--- src/rtl/cpu_pkg.sv ---
// Shared CPU types: instruction width, NOP encoding,
// brbus field positions and the prefetch queue entry.
package cpu_pkg;

  localparam int INST_W = 16;
  localparam logic [INST_W-1:0] NOP_INST = 16'h0000;

  localparam int BRBUS_VALID_BIT  = 17;
  localparam int BRBUS_TAKEN_BIT  = 16;
  localparam int BRBUS_OFFSET_MSB = 15;

  typedef struct packed {
    logic [15:0]       pc;
    logic [INST_W-1:0] inst;
  } inst_entry_t;

endpackage

--- src/rtl/inst_prefetch_queue_fifo.sv ---
// ipq_fifo: DEPTH-entry queue of {pc, inst} with count.
// Ports: clock, reset, push_i, pop_i, flush_i, wdata_i,
//        head_o, full_o, empty_o. Flush beats push/pop.
module ipq_fifo
  import cpu_pkg::*;
#(
  parameter int DEPTH = 4
) (
  input  logic        clock,
  input  logic        reset,
  input  logic        push_i,
  input  logic        pop_i,
  input  logic        flush_i,
  input  inst_entry_t wdata_i,
  output inst_entry_t head_o,
  output logic        full_o,
  output logic        empty_o
);

  localparam int PTR_W = $clog2(DEPTH);
  localparam int CNT_W = PTR_W + 1;

  inst_entry_t      mem_q [DEPTH];
  logic [PTR_W-1:0] rd_ptr_q, rd_ptr_d;
  logic [PTR_W-1:0] wr_ptr_q, wr_ptr_d;
  logic [CNT_W-1:0] cnt_q, cnt_d;

  // Pointers wrap naturally since DEPTH is a power of two.
  always_comb begin
    rd_ptr_d = rd_ptr_q;
    wr_ptr_d = wr_ptr_q;
    cnt_d    = cnt_q;
    if (flush_i) begin
      rd_ptr_d = '0;
      wr_ptr_d = '0;
      cnt_d    = '0;
    end else begin
      if (push_i) wr_ptr_d = wr_ptr_q + PTR_W'(1);
      if (pop_i)  rd_ptr_d = rd_ptr_q + PTR_W'(1);
      unique case ({push_i, pop_i})
        2'b10:   cnt_d = cnt_q + CNT_W'(1);
        2'b01:   cnt_d = cnt_q - CNT_W'(1);
        default: cnt_d = cnt_q;
      endcase
    end
  end

  always_ff @(posedge clock or posedge reset) begin
    if (reset) begin
      rd_ptr_q <= '0;
      wr_ptr_q <= '0;
      cnt_q    <= '0;
    end else begin
      rd_ptr_q <= rd_ptr_d;
      wr_ptr_q <= wr_ptr_d;
      cnt_q    <= cnt_d;
    end
  end

  always_ff @(posedge clock) begin
    if (push_i && !flush_i) mem_q[wr_ptr_q] <= wdata_i;
  end

  assign head_o  = mem_q[rd_ptr_q];
  assign full_o  = (cnt_q == CNT_W'(DEPTH));
  assign empty_o = (cnt_q == '0);

endmodule

--- src/rtl/inst_prefetch_queue.sv ---
// Instruction prefetch queue feeding decode via brbus.
// Ports: clock, reset, brbus, rom_addr, rom_data, inst,
//   inst_valid, inst_pc; flush_count if IPQ_FLUSH_STATS_EN.
module inst_prefetch_queue
  import cpu_pkg::*;
#(
  parameter int DEPTH = 4,
  parameter int PC_W  = 16
) (
  input  logic        clock,
  input  logic        reset,
  input  logic [17:0] brbus,
  output logic [11:0] rom_addr,
  input  logic [15:0] rom_data,
  output logic [15:0] inst,
  output logic        inst_valid,
  output logic [15:0] inst_pc
`ifdef IPQ_FLUSH_STATS_EN
  ,
  output logic [15:0] flush_count
`endif
);

  logic [PC_W-1:0] fetch_pc_q, fetch_pc_d;
  logic            push, pop, flush;
  logic            full, empty;
  logic [15:0]     target;
  inst_entry_t     wdata, head;

  assign flush = brbus[BRBUS_TAKEN_BIT] && !empty;
  assign pop   = brbus[BRBUS_VALID_BIT] && !empty
              && !brbus[BRBUS_TAKEN_BIT];
  // Pop frees a slot this edge, so a full queue still fetches.
  assign push  = (!full || pop) && !flush;

  // Branch target is relative to the head (the branch itself).
  assign target = (head.pc + brbus[BRBUS_OFFSET_MSB:0])
                & 16'hFFFE;

  assign wdata.pc   = 16'(fetch_pc_q);
  assign wdata.inst = rom_data;

  always_comb begin
    fetch_pc_d = fetch_pc_q;
    if (flush)     fetch_pc_d = PC_W'(target);
    else if (push) fetch_pc_d = fetch_pc_q + PC_W'(2);
  end

  always_ff @(posedge clock or posedge reset) begin
    if (reset) fetch_pc_q <= '0;
    else       fetch_pc_q <= fetch_pc_d;
  end

  ipq_fifo #(
    .DEPTH (DEPTH)
  ) u_fifo (
    .clock   (clock),
    .reset   (reset),
    .push_i  (push),
    .pop_i   (pop),
    .flush_i (flush),
    .wdata_i (wdata),
    .head_o  (head),
    .full_o  (full),
    .empty_o (empty)
  );

  assign rom_addr   = fetch_pc_q[12:1];
  assign inst_valid = !empty;
  assign inst       = empty ? NOP_INST : head.inst;
  assign inst_pc    = empty ? 16'h0000 : head.pc;

`ifdef IPQ_FLUSH_STATS_EN
  logic [15:0] flush_cnt_q, flush_cnt_d;

  always_comb begin
    flush_cnt_d = flush_cnt_q;
    if (flush && flush_cnt_q != 16'hFFFF)
      flush_cnt_d = flush_cnt_q + 16'd1;
  end

  always_ff @(posedge clock or posedge reset) begin
    if (reset) flush_cnt_q <= '0;
    else       flush_cnt_q <= flush_cnt_d;
  end

  assign flush_count = flush_cnt_q;
`endif

endmodule
--- config.mk ---
export PLATFORM = sky130hd
export DESIGN_NAME = inst_prefetch_queue
export DESIGN_NICKNAME = d
export VERILOG_FILES = /design/src/rtl/cpu_pkg.sv /design/src/rtl/inst_prefetch_queue_fifo.sv /design/src/rtl/inst_prefetch_queue.sv
export SDC_FILE = /design/constraint.sdc
export NUM_CORES = 1
export LEC_CHECK = 0
export ABC_CLOCK_PERIOD_IN_PS = 3900
export CORE_MARGIN = 1
export CORE_UTILIZATION = 35
export DETAILED_ROUTE_END_ITERATION = 16
export PLACE_DENSITY_LB_ADDON = 0.08
export SLEW_MARGIN = 20
export SYNTH_ARGS = -nofsm -noshare
export SYNTH_HDL_FRONTEND = slang
export SYNTH_SLANG_ARGS = --single-unit
--- constraint.sdc ---
create_clock -name clock -period 3.9 [get_ports clock]
set_clock_uncertainty 0.05 [all_clocks]
set_input_delay 0.78 -clock clock [delete_from_list [all_inputs] [get_ports clock]]
set_output_delay 0.78 -clock clock [all_outputs]
set_load 0.01 [all_outputs]
Yosys cells after proc, flatten, opt, wreduce, memory -nomap -nowiden:

Memory sizes are Yosys's and may differ from the RTL's.
Cells that the tools add are included.

* bits in registers: 23
* RAM bits: 128
* input port bits: 36
* output and inout port bits: 45
* logic and storage cells: 40
* memories: 1

Memory list
* u_fifo.mem_q: words 4, width 32, rd ports 1, clocked after Yosys merged registers in 0, wr ports 1, line inst_prefetch_queue_fifo.sv:23 `inst_entry_t mem_q [DEPTH];`

* $add $sub $neg: 6
* equal/unequal tests: 3
* muxes and demuxes: 12
* reduce and logical (&&, ||, !) cells: 14

Operators by type and width (number)
* $mux 16: 4
* $add 16x16->16: 1
* $add 16x2->16 const B: 1
* $mux 2: 4
* $pmux 3 s2: 1
* $logic_and 1x1->1: 5
* $add 2x1->2 const B: 2
* $logic_not 1->1: 4
* $reduce_bool 2->1: 2
* $add 3x1->3 const B: 1
* $eq 3x3->1 const B: 1
* $logic_not 3->1: 1
* $mux 3: 1
* $reduce_bool 3->1: 1
* $sub 3x1->3 const B: 1
* $eq 2x1->1 const B: 1
* $eq 2x2->1 const B: 1
* $mux 1: 2
* $logic_or 1x1->1: 1

Longest topological paths before layout:

Gate-level depths: netlist of the first run.

* depth in word-level cells: 9
* mapped depth: 11

Modules after synthesis:

A second synthesis of the first run with hierarchy kept.

* cells, all modules: 474
* area total of the unflattened synthesis: 7121.8 um^2

By module, submodules not included
* ipq_fifo: instances 1, cells an instance 212, area an instance 5108.6 um^2, sequential area each 4018.9 um^2
* inst_prefetch_queue: instances 1, cells an instance 262, area an instance 2013.2 um^2, sequential area each 375.4 um^2

Worst setup path after synthesis of the first run:

No wires, ideal clock.

* path kind: register -> register
* from: register u_fifo.rd_ptr_q[0]
* to: register fetch_pc_q[12]
* library setup time: 131 ps
* arrival time: 2956 ps
* required time: 3719 ps
* slack: 762 ps
* cell stages (with the launch flop): 11
* path buffers: 2
* path through: dfrtp_1 > buf_2 > buf_2 > mux4_2 > ha_1 > nand3_2 > o22a_4 > o21ai_2 > or3b_1 > nor4b_1 > or3_1

* longest elaborated chain between the ends: 3

Ends and longest elaborated chain
* start: declaration: line inst_prefetch_queue_fifo.sv:24 `logic [PTR_W-1:0] rd_ptr_q, rd_ptr_d;`
* start signal: assignment: line inst_prefetch_queue_fifo.sv:54 `rd_ptr_q <= rd_ptr_d;`
* $mem_v2 4x32
* $add 16x16->16: line inst_prefetch_queue.sv:37 `assign target = (head.pc + brbus[BRBUS_OFFSET_MSB:0])`
* $mux 16: line inst_prefetch_queue.sv:45 `if (flush) fetch_pc_d = PC_W'(target);`
* end signal: assignment: line inst_prefetch_queue.sv:51 `else fetch_pc_q <= fetch_pc_d;`
* end: declaration: line inst_prefetch_queue.sv:24 `logic [PC_W-1:0] fetch_pc_q, fetch_pc_d;`

Every way passes these cells.
A chain may end at the register's enable or synchronous reset.

Worst setup path after layout of the first run:

* from: register u_fifo.cnt_q[0]
* to: output port inst[14]

* longest elaborated chain between the ends: 2

Ends and longest elaborated chain
* start: declaration: line inst_prefetch_queue_fifo.sv:26 `logic [CNT_W-1:0] cnt_q, cnt_d;`
* start signal: assignment: line inst_prefetch_queue_fifo.sv:56 `cnt_q <= cnt_d;`
* $logic_not 3->1: line inst_prefetch_queue_fifo.sv:66 `assign empty_o = (cnt_q == '0);`
* $mux 16: line inst_prefetch_queue.sv:70 `assign inst = empty ? NOP_INST : head.inst;`
* end: declaration: line inst_prefetch_queue.sv:15 `output logic [15:0] inst,`

Every way passes these cells.

==> metrics.txt, run 1 <==
# TYPE chip_impl_metric gauge
chip_impl_metric{name="total_setup_violations_reported_at_the_end_of_the_flow",unit=""} 0
chip_impl_info{name="cts_tree",value="built"} 1
chip_impl_metric{name="grt_use_met1",unit="%"} 21.7
chip_impl_metric{name="part_of_the_cycle_the_worst_path_needs",unit="%"} 92.3
chip_impl_metric{name="crit_buf_inv",unit=""} 3
chip_impl_metric{name="post_syn_area",unit="um^2"} 6780
chip_impl_metric{name="clock_transition_at_the_registers_of_the_reported_paths",unit="ns"} 0.06
chip_impl_metric{name="cpPeakStageDelay",unit="ns"} 0.54
chip_impl_info{name="critPathLaunchType",value="flop"} 1
chip_impl_info{name="ys_dominant_reg_cell",value="sky130_fd_sc_hd__edfxtp_1"} 1
chip_impl_metric{name="io_pins",unit=""} 81
chip_impl_metric{name="place_inst",unit=""} 781
chip_impl_info{name="grt_setup_unrepaired",value="false"} 1
chip_impl_metric{name="hold_depth",unit=""} 0
chip_impl_metric{name="syn_area_per_cell",unit="um^2"} 14.6
chip_impl_metric{name="timing.slew.headroom",unit="%"} 35.9
chip_impl_metric{name="finish.net_count",unit=""} 597
chip_impl_metric{name="timing_max_transition_violations_final",unit=""} 0
chip_impl_info{name="holdCritStartpoint",value="fetch_pc_q[15]$_DFFE_PP0P_"} 1
chip_impl_info{name="crit_chain",value="inv_1 -> ha_1 -> and2b_1 -> inv_2 -> and2_1 -> clkdlybuf4s50_1"} 1
chip_impl_metric{name="rr_worst_depth",unit=""} 8
chip_impl_metric{name="drive_gt1_share",unit="%"} 15.1
chip_impl_metric{name="groute.usage.overall",unit="%"} 16.2
chip_impl_metric{name="synth-compound-area-share",unit="%"} 7.85
chip_impl_metric{name="groute.layer.met2.usage",unit="%"} 25.4
chip_impl_metric{name="synth-adder-area-share",unit="%"} 3.88
chip_impl_metric{name="row_count",unit=""} 50
chip_impl_info{name="critical_path.top_delay_family",value="buffers and inverters"} 1
chip_impl_metric{name="netlist-cell-type-count",unit=""} 61
chip_impl_info{name="holdCritPathClass",value="flop to flop"} 1
chip_impl_metric{name="total_leakage_power",unit="uW"} 0.00289
chip_impl_metric{name="fin_setup_tns",unit="ns"} 0
chip_impl_info{name="grt_most_used_layer",value="met2"} 1
chip_impl_metric{name="cts_num_sinks",unit=""} 146
chip_impl_metric{name="pwr_density_cell",unit="nW/um^2"} 935
chip_impl_metric{name="post_drt_wl_per_cell",unit="um"} 18.4
chip_impl_metric{name="design.core.area",unit="um^2"} 18800
chip_impl_metric{name="r2r_slack",unit="ns"} 0.61
chip_impl_metric{name="viasPerCell",unit=""} 5.05
chip_impl_metric{name="synthCells",unit=""} 463
chip_impl_metric{name="worst_hold_slack",unit="ns"} 0.479
chip_impl_metric{name="cts-htree-levels",unit=""} 4
chip_impl_metric{name="cts_inserted_buffers",unit=""} 17
chip_impl_metric{name="path_max_fanout",unit=""} 34
chip_impl_info{name="hold-path-endpoint",value="u_fifo.mem_q[2][31]$_DFFE_PP_"} 1
chip_impl_metric{name="cts_buffer_depth",unit=""} 2
chip_impl_metric{name="ctsResizeCount",unit=""} 0
chip_impl_metric{name="number_of_failing_hold_endpoints_at_the_final_stage",unit=""} 0
chip_impl_metric{name="vias_in_the_first_global_route",unit=""} 4169
chip_impl_metric{name="remaining_drc_errors",unit=""} 0
chip_impl_info{name="synth_top_family_by_area",value="multiplexers"} 1
chip_impl_metric{name="synth-warning-count",unit=""} 0
chip_impl_info{name="slowest_stage",value="sky130_fd_sc_hd__clkdlybuf4s50_1"} 1
chip_impl_metric{name="fmaxAchievable",unit="MHz"} 278
chip_impl_metric{name="cts_setup_buffers",unit=""} 0
chip_impl_metric{name="ir_worst_vdd",unit="mV"} 0.414
chip_impl_metric{name="globalRouteOverflowTotal",unit=""} 0
chip_impl_metric{name="final_period_minus_worst_setup_slack",unit="ns"} 3.60
chip_impl_metric{name="die_width",unit="um"} 141
chip_impl_metric{name="drt-initial-drc-count",unit=""} 342
chip_impl_metric{name="synth_nets",unit=""} 520
chip_impl_metric{name="antenna_violating_nets_post_route",unit=""} 0
chip_impl_metric{name="initial_utilization",unit="%"} 36.0
chip_impl_metric{name="drt_pass1_iterations",unit=""} 5
chip_impl_metric{name="clock_latency",unit="ns"} 0.42
chip_impl_metric{name="yosysSeqAreaShare",unit="%"} 63.1
chip_impl_metric{name="place.port_buffers",unit=""} 78
chip_impl_metric{name="antenna_violations_before_repair",unit=""} 0
chip_impl_metric{name="xor_xnor_share_of_the_synthesized_area",unit="%"} 1.16
chip_impl_metric{name="antenna-diode-count",unit=""} 0
chip_impl_metric{name="postSynthRegisterBits",unit=""} 146
chip_impl_info{name="result_of_the_run",value="finished, final reports clean"} 1
chip_impl_metric{name="cts_hold_fix_bufs",unit=""} 0
chip_impl_metric{name="layoutNonFillerInstCount",unit=""} 811
chip_impl_metric{name="tightest_slew",unit="ns"} 0.961
chip_impl_metric{name="post_synth_mux_area_share",unit="%"} 10.7
chip_impl_metric{name="synth_enable_flop_cells",unit=""} 124
chip_impl_info{name="timing.rr.start",value="u_fifo.rd_ptr_q[0]$_DFFE_PP0P_"} 1
chip_impl_metric{name="synth_simple_gate_area_share",unit="%"} 9.88
chip_impl_metric{name="global_route_wire_length_before_repair",unit="mm"} 23.6
chip_impl_metric{name="floorplan.die_area",unit="um^2"} 19900
chip_impl_metric{name="syn_to_final_growth",unit="%"} 23.6
chip_impl_info{name="capturing_point_of_the_worst_reg2reg_path",value="fetch_pc_q[12]$_DFFE_PP0P_"} 1
chip_impl_metric{name="crit_arrival",unit="ns"} 2.77
chip_impl_info{name="clk_root_buffer_cell",value="sky130_fd_sc_hd__clkbuf_16"} 1
chip_impl_metric{name="final_core_utilization",unit="%"} 44.5
chip_impl_metric{name="met3_grt_util",unit="%"} 4.45
chip_impl_info{name="worstSetupEndpointType",value="primary output"} 1
chip_impl_info{name="worstSetupPathType",value="flop to primary output"} 1
chip_impl_metric{name="dp_hpwl",unit="mm"} 9.71
chip_impl_metric{name="gp_routability_congestion",unit=""} 0.759
chip_impl_metric{name="route.vias.total",unit=""} 4093
chip_impl_metric{name="drv.max_cap_violation_count",unit=""} 0
chip_impl_metric{name="worstPathRequired",unit="ns"} 3.07
chip_impl_metric{name="dieHeight",unit="um"} 141
chip_impl_metric{name="postSynth.asyncResetShare",unit="%"} 15.1
chip_impl_metric{name="postRouteWirelength",unit="mm"} 14.9
chip_impl_metric{name="grt_max_degree",unit=""} 35
==> how the worst max path moves through the flow <==
stage | startpoint | end | slack [ns] | cells past startpoint
detailed placement | u_fifo.rd_ptr_q[0]$_DFFE_PP0P_ | fetch_pc_q[12]$_DFFE_PP0P_ | 0.53 | 8
global placement | u_fifo.rd_ptr_q[0]$_DFFE_PP0P_ | fetch_pc_q[12]$_DFFE_PP0P_ | 0.58 | 8
finish | u_fifo.cnt_q[0]$_DFFE_PP0P_ | inst[14] | 0.30 | 6
CTS | u_fifo.cnt_q[0]$_DFFE_PP0P_ | inst[14] | 0.23 | 6
floorplan | u_fifo.rd_ptr_q[0]$_DFFE_PP0P_ | fetch_pc_q[12]$_DFFE_PP0P_ | 0.76 | 10
global route | u_fifo.cnt_q[0]$_DFFE_PP0P_ | inst[14] | 0.12 | 6
==> routing by layer <==
metal / up-vias / wire length (um)
met5: - / 0
met2: 93 / 7270
li1: 1931 / -
met1: 2061 / 6930
met3: 8 / 639
met4: 0 / 106
==> kinds of logic after synthesis <==
family	after synthesis
AO/OA/AOI/OAI	81
other	1
buffers and inverters	45
flip-flops	146
XOR/XNOR	9
AND/OR/NAND/NOR	125
adder cells (fa/ha/maj)	21
multiplexers	35
==> layout make-up <==
cell class,instances,area (um^2)
clock buffers,18,429
clock inverters,12,118
fillers,1704,10500
inverters,14,52.6
multi-input cells,272,2280
flip-flops and latches,146,4280
well taps,260,325
repair buffers,89,901
==> worst reg2reg max path: stages, from the launching register on <==
cell and delay (ns):
sky130_fd_sc_hd__dfrtp_2 0.52, sky130_fd_sc_hd__buf_4 0.43, sky130_fd_sc_hd__mux4_2 0.58, sky130_fd_sc_hd__ha_1 0.38, sky130_fd_sc_hd__nand2_1 0.12, sky130_fd_sc_hd__o21ai_2 0.24
sky130_fd_sc_hd__or3b_1 0.40, sky130_fd_sc_hd__nor4b_1 0.15, sky130_fd_sc_hd__or3_1 0.31
==> cell usage in the layout, fill, tap and decap left out, types with 4 or more instances in the layout <==
cell / instances
sky130_fd_sc_hd__edfxtp_1: 124
sky130_fd_sc_hd__clkdlybuf4s50_1: 78
sky130_fd_sc_hd__and2_1: 31
sky130_fd_sc_hd__mux4_2: 30
sky130_fd_sc_hd__a21oi_1: 25
sky130_fd_sc_hd__nor2_1: 25
sky130_fd_sc_hd__nand2_1: 23
sky130_fd_sc_hd__ha_1: 21
sky130_fd_sc_hd__dfrtp_1: 21
sky130_fd_sc_hd__o21ai_0: 20
sky130_fd_sc_hd__clkbuf_16: 17
sky130_fd_sc_hd__nand3_1: 13
sky130_fd_sc_hd__inv_1: 13
sky130_fd_sc_hd__buf_4: 8
sky130_fd_sc_hd__xnor2_1: 6
sky130_fd_sc_hd__nand4_1: 6
sky130_fd_sc_hd__nor3_1: 4
sky130_fd_sc_hd__mux2i_1: 4
sky130_fd_sc_hd__o22ai_1: 4
==> power by group <==
group | total [uW] | switching [uW] | leakage [uW] | internal, uW
clock network | 1530 | 605 | 0.000260 | 924
logic | 3560 | 1840 | 0.00121 | 1720
registers | 2740 | 334 | 0.00141 | 2410
==> sequential cells by signal, indices dropped and copies added, names as in the netlist <==
| signal | flops |
|---|---|
| u_fifo.cnt_q | 3 |
| u_fifo.wr_ptr_q | 2 |
| u_fifo.rd_ptr_q | 2 |
| fetch_pc_q | 15 |
| u_fifo.mem_q | 124 |
==> synthesized netlist by cell type, types with 2 or more instances <==
master	count	share of area, %
sky130_fd_sc_hd__a21o_1	3	0.33
sky130_fd_sc_hd__a21oi_1	25	1.8
sky130_fd_sc_hd__a22oi_1	2	0.22
sky130_fd_sc_hd__a311oi_1	3	0.39
sky130_fd_sc_hd__a31oi_1	3	0.28
sky130_fd_sc_hd__and2_1	31	2.9
sky130_fd_sc_hd__and3_1	5	0.46
sky130_fd_sc_hd__buf_2	7	0.52
sky130_fd_sc_hd__buf_4	14	1.6
sky130_fd_sc_hd__clkbuf_1	10	0.55
sky130_fd_sc_hd__dfrtp_1	22	8.1
sky130_fd_sc_hd__edfxtp_1	124	55
sky130_fd_sc_hd__ha_1	21	3.9
sky130_fd_sc_hd__inv_1	13	0.72
sky130_fd_sc_hd__mux2i_1	4	0.59
sky130_fd_sc_hd__mux4_2	30	10
sky130_fd_sc_hd__nand2_1	23	1.3
sky130_fd_sc_hd__nand2b_1	2	0.18
sky130_fd_sc_hd__nand3_1	13	0.96
sky130_fd_sc_hd__nand4_1	6	0.55
sky130_fd_sc_hd__nor2_1	25	1.4
sky130_fd_sc_hd__nor3_1	4	0.30
sky130_fd_sc_hd__nor3b_1	2	0.22
sky130_fd_sc_hd__o211ai_1	2	0.22
sky130_fd_sc_hd__o21ai_0	20	1.5
sky130_fd_sc_hd__o21bai_1	2	0.22
sky130_fd_sc_hd__o22ai_1	4	0.37
sky130_fd_sc_hd__or3_1	3	0.28
sky130_fd_sc_hd__xnor2_1	6	0.78
sky130_fd_sc_hd__xor2_1	3	0.39
==> stage by stage <==
stage | setup WS [ns] | cell area (um^2) | power [uW]
after global placement | 0.584 | 7830 | 6350
after global routing | 0.117 | 8380 | 8360
final | 0.300 | 8380 | 7830
after floorplan | 0.762 | 6780 | 4970
after CTS | 0.230 | 8380 | 7960
after detailed placement | 0.531 | 7830 | 6400
Note: power is estimated with default switching activity, not from simulation.
==> run 2, diff against run 1 <==
--- a/config.mk
+++ b/config.mk
@@ -6,7 +6,7 @@
 export NUM_CORES = 1
 export LEC_CHECK = 0
 export ABC_CLOCK_PERIOD_IN_PS = 3900
-export CORE_MARGIN = 1
+export CORE_MARGIN = 5
 export CORE_UTILIZATION = 35
 export DETAILED_ROUTE_END_ITERATION = 16
 export PLACE_DENSITY_LB_ADDON = 0.08
==> run 2 against run 1 <==
Net effect: setup slack gained 0.0084 ns; register-to-register slack is essentially flat; power grew 1.2%; sequential cell count is the same; final cell count grew 1.4%; wire length grew 4.7%; count of clock-buffer cells in the layout grew 1; hold slack gained 0.017 ns; final area grew 0.42%; sequential share of layout area shrank 0.21 points; critical path type unchanged.
==> metrics.txt, run 2 (same netlist as run 1, synthesis figures left out) <==
# TYPE chip_impl_metric gauge
chip_impl_info{name="result_of_the_run",value="finished, final reports clean"} 1
chip_impl_metric{name="drt-initial-drc-count",unit=""} 218
chip_impl_metric{name="viasPerCell",unit=""} 5.04
chip_impl_metric{name="drive_gt1_share",unit="%"} 15.8
chip_impl_metric{name="gp_routability_congestion",unit=""} 0.749
chip_impl_metric{name="finish.net_count",unit=""} 601
chip_impl_metric{name="post_drt_wl_per_cell",unit="um"} 19.0
chip_impl_metric{name="number_of_failing_hold_endpoints_at_the_final_stage",unit=""} 0
chip_impl_metric{name="path_max_fanout",unit=""} 20
chip_impl_info{name="slowest_stage",value="sky130_fd_sc_hd__dfrtp_1"} 1
chip_impl_info{name="cts_tree",value="built"} 1
chip_impl_metric{name="dp_hpwl",unit="mm"} 10.1
chip_impl_metric{name="rr_worst_depth",unit=""} 9
chip_impl_metric{name="design.core.area",unit="um^2"} 19300
chip_impl_metric{name="initial_utilization",unit="%"} 35.2
chip_impl_metric{name="final_period_minus_worst_setup_slack",unit="ns"} 3.59
chip_impl_metric{name="clock_transition_at_the_registers_of_the_reported_paths",unit="ns"} 0.07
chip_impl_metric{name="fin_setup_tns",unit="ns"} 0
chip_impl_metric{name="route.vias.total",unit=""} 4144
chip_impl_metric{name="clock_latency",unit="ns"} 0.42
chip_impl_metric{name="hold_depth",unit=""} 0
chip_impl_info{name="final_cell_mix",value="124 x sky130_fd_sc_hd__edfxtp_1, 78 x sky130_fd_sc_hd__clkdlybuf4s50_1, 31 x sky130_fd_sc_hd__and2_1"} 1
chip_impl_info{name="mostFrequentLayoutCell",value="sky130_fd_sc_hd__edfxtp_1"} 1
chip_impl_metric{name="antenna_violating_nets_post_route",unit=""} 0
chip_impl_metric{name="place.port_buffers",unit=""} 78
chip_impl_metric{name="drv.max_cap_violation_count",unit=""} 0
chip_impl_metric{name="cts_num_sinks",unit=""} 146
chip_impl_metric{name="crit_arrival",unit="ns"} 2.76
chip_impl_metric{name="syn_to_final_growth",unit="%"} 24.1
chip_impl_metric{name="cpPeakStageDelay",unit="ns"} 0.68
chip_impl_info{name="largestRegisters",value="u_fifo.mem_q: 124 flops, fetch_pc_q: 15 flops, u_fifo.cnt_q: 3 flops"} 1
chip_impl_metric{name="drt_pass1_iterations",unit=""} 4
chip_impl_metric{name="cts_hold_fix_bufs",unit=""} 0
chip_impl_info{name="critPathLaunchType",value="flop"} 1
chip_impl_metric{name="global_route_wire_length_before_repair",unit="mm"} 24.6
chip_impl_info{name="grt_setup_unrepaired",value="false"} 1
chip_impl_metric{name="vias_in_the_first_global_route",unit=""} 4307
chip_impl_metric{name="groute.usage.overall",unit="%"} 14.7
chip_impl_metric{name="row_count",unit=""} 51
chip_impl_metric{name="ir_worst_vdd",unit="mV"} 0.331
chip_impl_metric{name="cts-htree-levels",unit=""} 4
chip_impl_info{name="crit_chain",value="buf_4 -> mux2i_1 -> mux2_2 -> nor2_1 -> clkdlybuf4s50_1"} 1
chip_impl_metric{name="io_pins",unit=""} 81
chip_impl_metric{name="globalRouteOverflowTotal",unit=""} 0
chip_impl_info{name="regMostFlops",value="u_fifo.mem_q"} 1
chip_impl_metric{name="total_setup_violations_reported_at_the_end_of_the_flow",unit=""} 0
chip_impl_metric{name="total_leakage_power",unit="uW"} 0.00291
chip_impl_metric{name="timing.slew.headroom",unit="%"} 36.1
chip_impl_metric{name="fillers",unit=""} 1778
chip_impl_info{name="holdCritPathClass",value="flop to flop"} 1
chip_impl_metric{name="pwr_density_cell",unit="nW/um^2"} 942
chip_impl_metric{name="remaining_drc_errors",unit=""} 0
chip_impl_info{name="clk_root_buffer_cell",value="sky130_fd_sc_hd__clkbuf_16"} 1
chip_impl_metric{name="tightest_slew",unit="ns"} 0.952
chip_impl_metric{name="cts_setup_buffers",unit=""} 0
chip_impl_metric{name="grt_max_degree",unit=""} 34
chip_impl_metric{name="antenna-diode-count",unit=""} 0
chip_impl_metric{name="antenna_violations_before_repair",unit=""} 0
chip_impl_metric{name="cts_buffer_depth",unit=""} 2
chip_impl_metric{name="worstPathRequired",unit="ns"} 3.07
chip_impl_info{name="worstSetupEndpointType",value="primary output"} 1
chip_impl_metric{name="postRouteWirelength",unit="mm"} 15.6
chip_impl_metric{name="r2r_slack",unit="ns"} 0.62
chip_impl_info{name="timing.rr.start",value="u_fifo.rd_ptr_q[0]$_DFFE_PP0P_"} 1
chip_impl_metric{name="cts_inserted_buffers",unit=""} 17
chip_impl_metric{name="fmaxAchievable",unit="MHz"} 278
chip_impl_metric{name="floorplan.die_area",unit="um^2"} 22200
chip_impl_info{name="timing.critical_path.from",value="u_fifo.rd_ptr_q[1]$_DFFE_PP0P_"} 1
chip_impl_metric{name="largest_register_ffs",unit=""} 124
chip_impl_metric{name="timing_max_transition_violations_final",unit=""} 0
chip_impl_info{name="capturing_point_of_the_worst_reg2reg_path",value="fetch_pc_q[15]$_DFFE_PP0P_"} 1
chip_impl_metric{name="die_width",unit="um"} 149
chip_impl_metric{name="layoutNonFillerInstCount",unit=""} 822
chip_impl_info{name="worstSetupPathType",value="flop to primary output"} 1
chip_impl_metric{name="part_of_the_cycle_the_worst_path_needs",unit="%"} 92.1
chip_impl_info{name="holdCritStartpoint",value="fetch_pc_q[15]$_DFFE_PP0P_"} 1
chip_impl_metric{name="dieHeight",unit="um"} 149
chip_impl_metric{name="ctsResizeCount",unit=""} 0
chip_impl_info{name="hold-path-endpoint",value="u_fifo.mem_q[1][31]$_DFFE_PP_"} 1
chip_impl_metric{name="place_inst",unit=""} 790
-- run 2: cell types whose count changed in the layout (fill, tap and decap cells not counted) --
cell,previous run,this run
sky130_fd_sc_hd__and3_1,3,5
sky130_fd_sc_hd__and3_2,2,0
sky130_fd_sc_hd__buf_12,3,0
sky130_fd_sc_hd__buf_4,8,15
sky130_fd_sc_hd__clkbuf_1,1,2
sky130_fd_sc_hd__clkinv_1,3,2
sky130_fd_sc_hd__clkinv_2,3,0
sky130_fd_sc_hd__clkinv_4,0,2
sky130_fd_sc_hd__inv_1,13,12
sky130_fd_sc_hd__inv_6,1,3
sky130_fd_sc_hd__inv_8,0,2
-- run 2: worst max-delay path by stage --
stage / end / slack, ns / depth (start not counted)
floorplan: fetch_pc_q[12]$_DFFE_PP0P_ / 0.76 / 10
global placement: fetch_pc_q[15]$_DFFE_PP0P_ / 0.57 / 9
detailed placement: fetch_pc_q[14]$_DFFE_PP0P_ / 0.60 / 8
CTS: inst_pc[15] / 0.25 / 5
global route: inst_pc[15] / 0.17 / 5
finish: inst_pc[15] / 0.31 / 5
-- run 2: routing by layer --
layer | up-vias | GRT usage (%) | wire length [um]
met3 | 16 | 3.49 | 678
met2 | 95 | 23.7 | 7710
met1 | 2092 | 19.8 | 7050
li1 | 1941 | - | -
met5 | - | 0 | 0
met4 | 0 | 4.81 | 212
-- run 2: layout make-up --
type | instances | area, um^2 | share of cell area (%)
inverter | 14 | 52.6 | 0.625
sequential | 146 | 4280 | 50.8
clock inverter | 13 | 153 | 1.81
tap | 265 | 332 | 3.94
multi-input combinational | 272 | 2270 | 27.0
timing repair buffer | 93 | 893 | 10.6
clock buffer | 19 | 433 | 5.15
-- run 2: worst max-delay path: cells and delay by family (launching register included) --
family / cells / cell delay (ns)
buf+inv: 2 / 1.02
flops: 1 / 0.68
mux: 2 / 0.44
simple gates: 1 / 0.20
-- run 2: per-stage QoR --
step	utilization (%)	total power, uW	hold WS, ns	worst slack [ns]	area, um^2
finish	43.7	7930	0.496	0.309	8410
global route	43.7	8480	0.527	0.174	8410
CTS	43.7	8070	0.504	0.249	8410
detailed placement	40.6	6410	0.464	0.599	7830
global placement	40.6	6360	0.464	0.572	7830
floorplan	-	4970	0.426	0.762	6780
-- run 2: power by group --
group          internal (uW)  switching [uW]  leakage, uW  total [uW]
registers               2410             346      0.00141        2750
logic                   1710            1840      0.00122        3550
clock network            956             666     0.000276        1620
total                   5070            2850      0.00291        7930
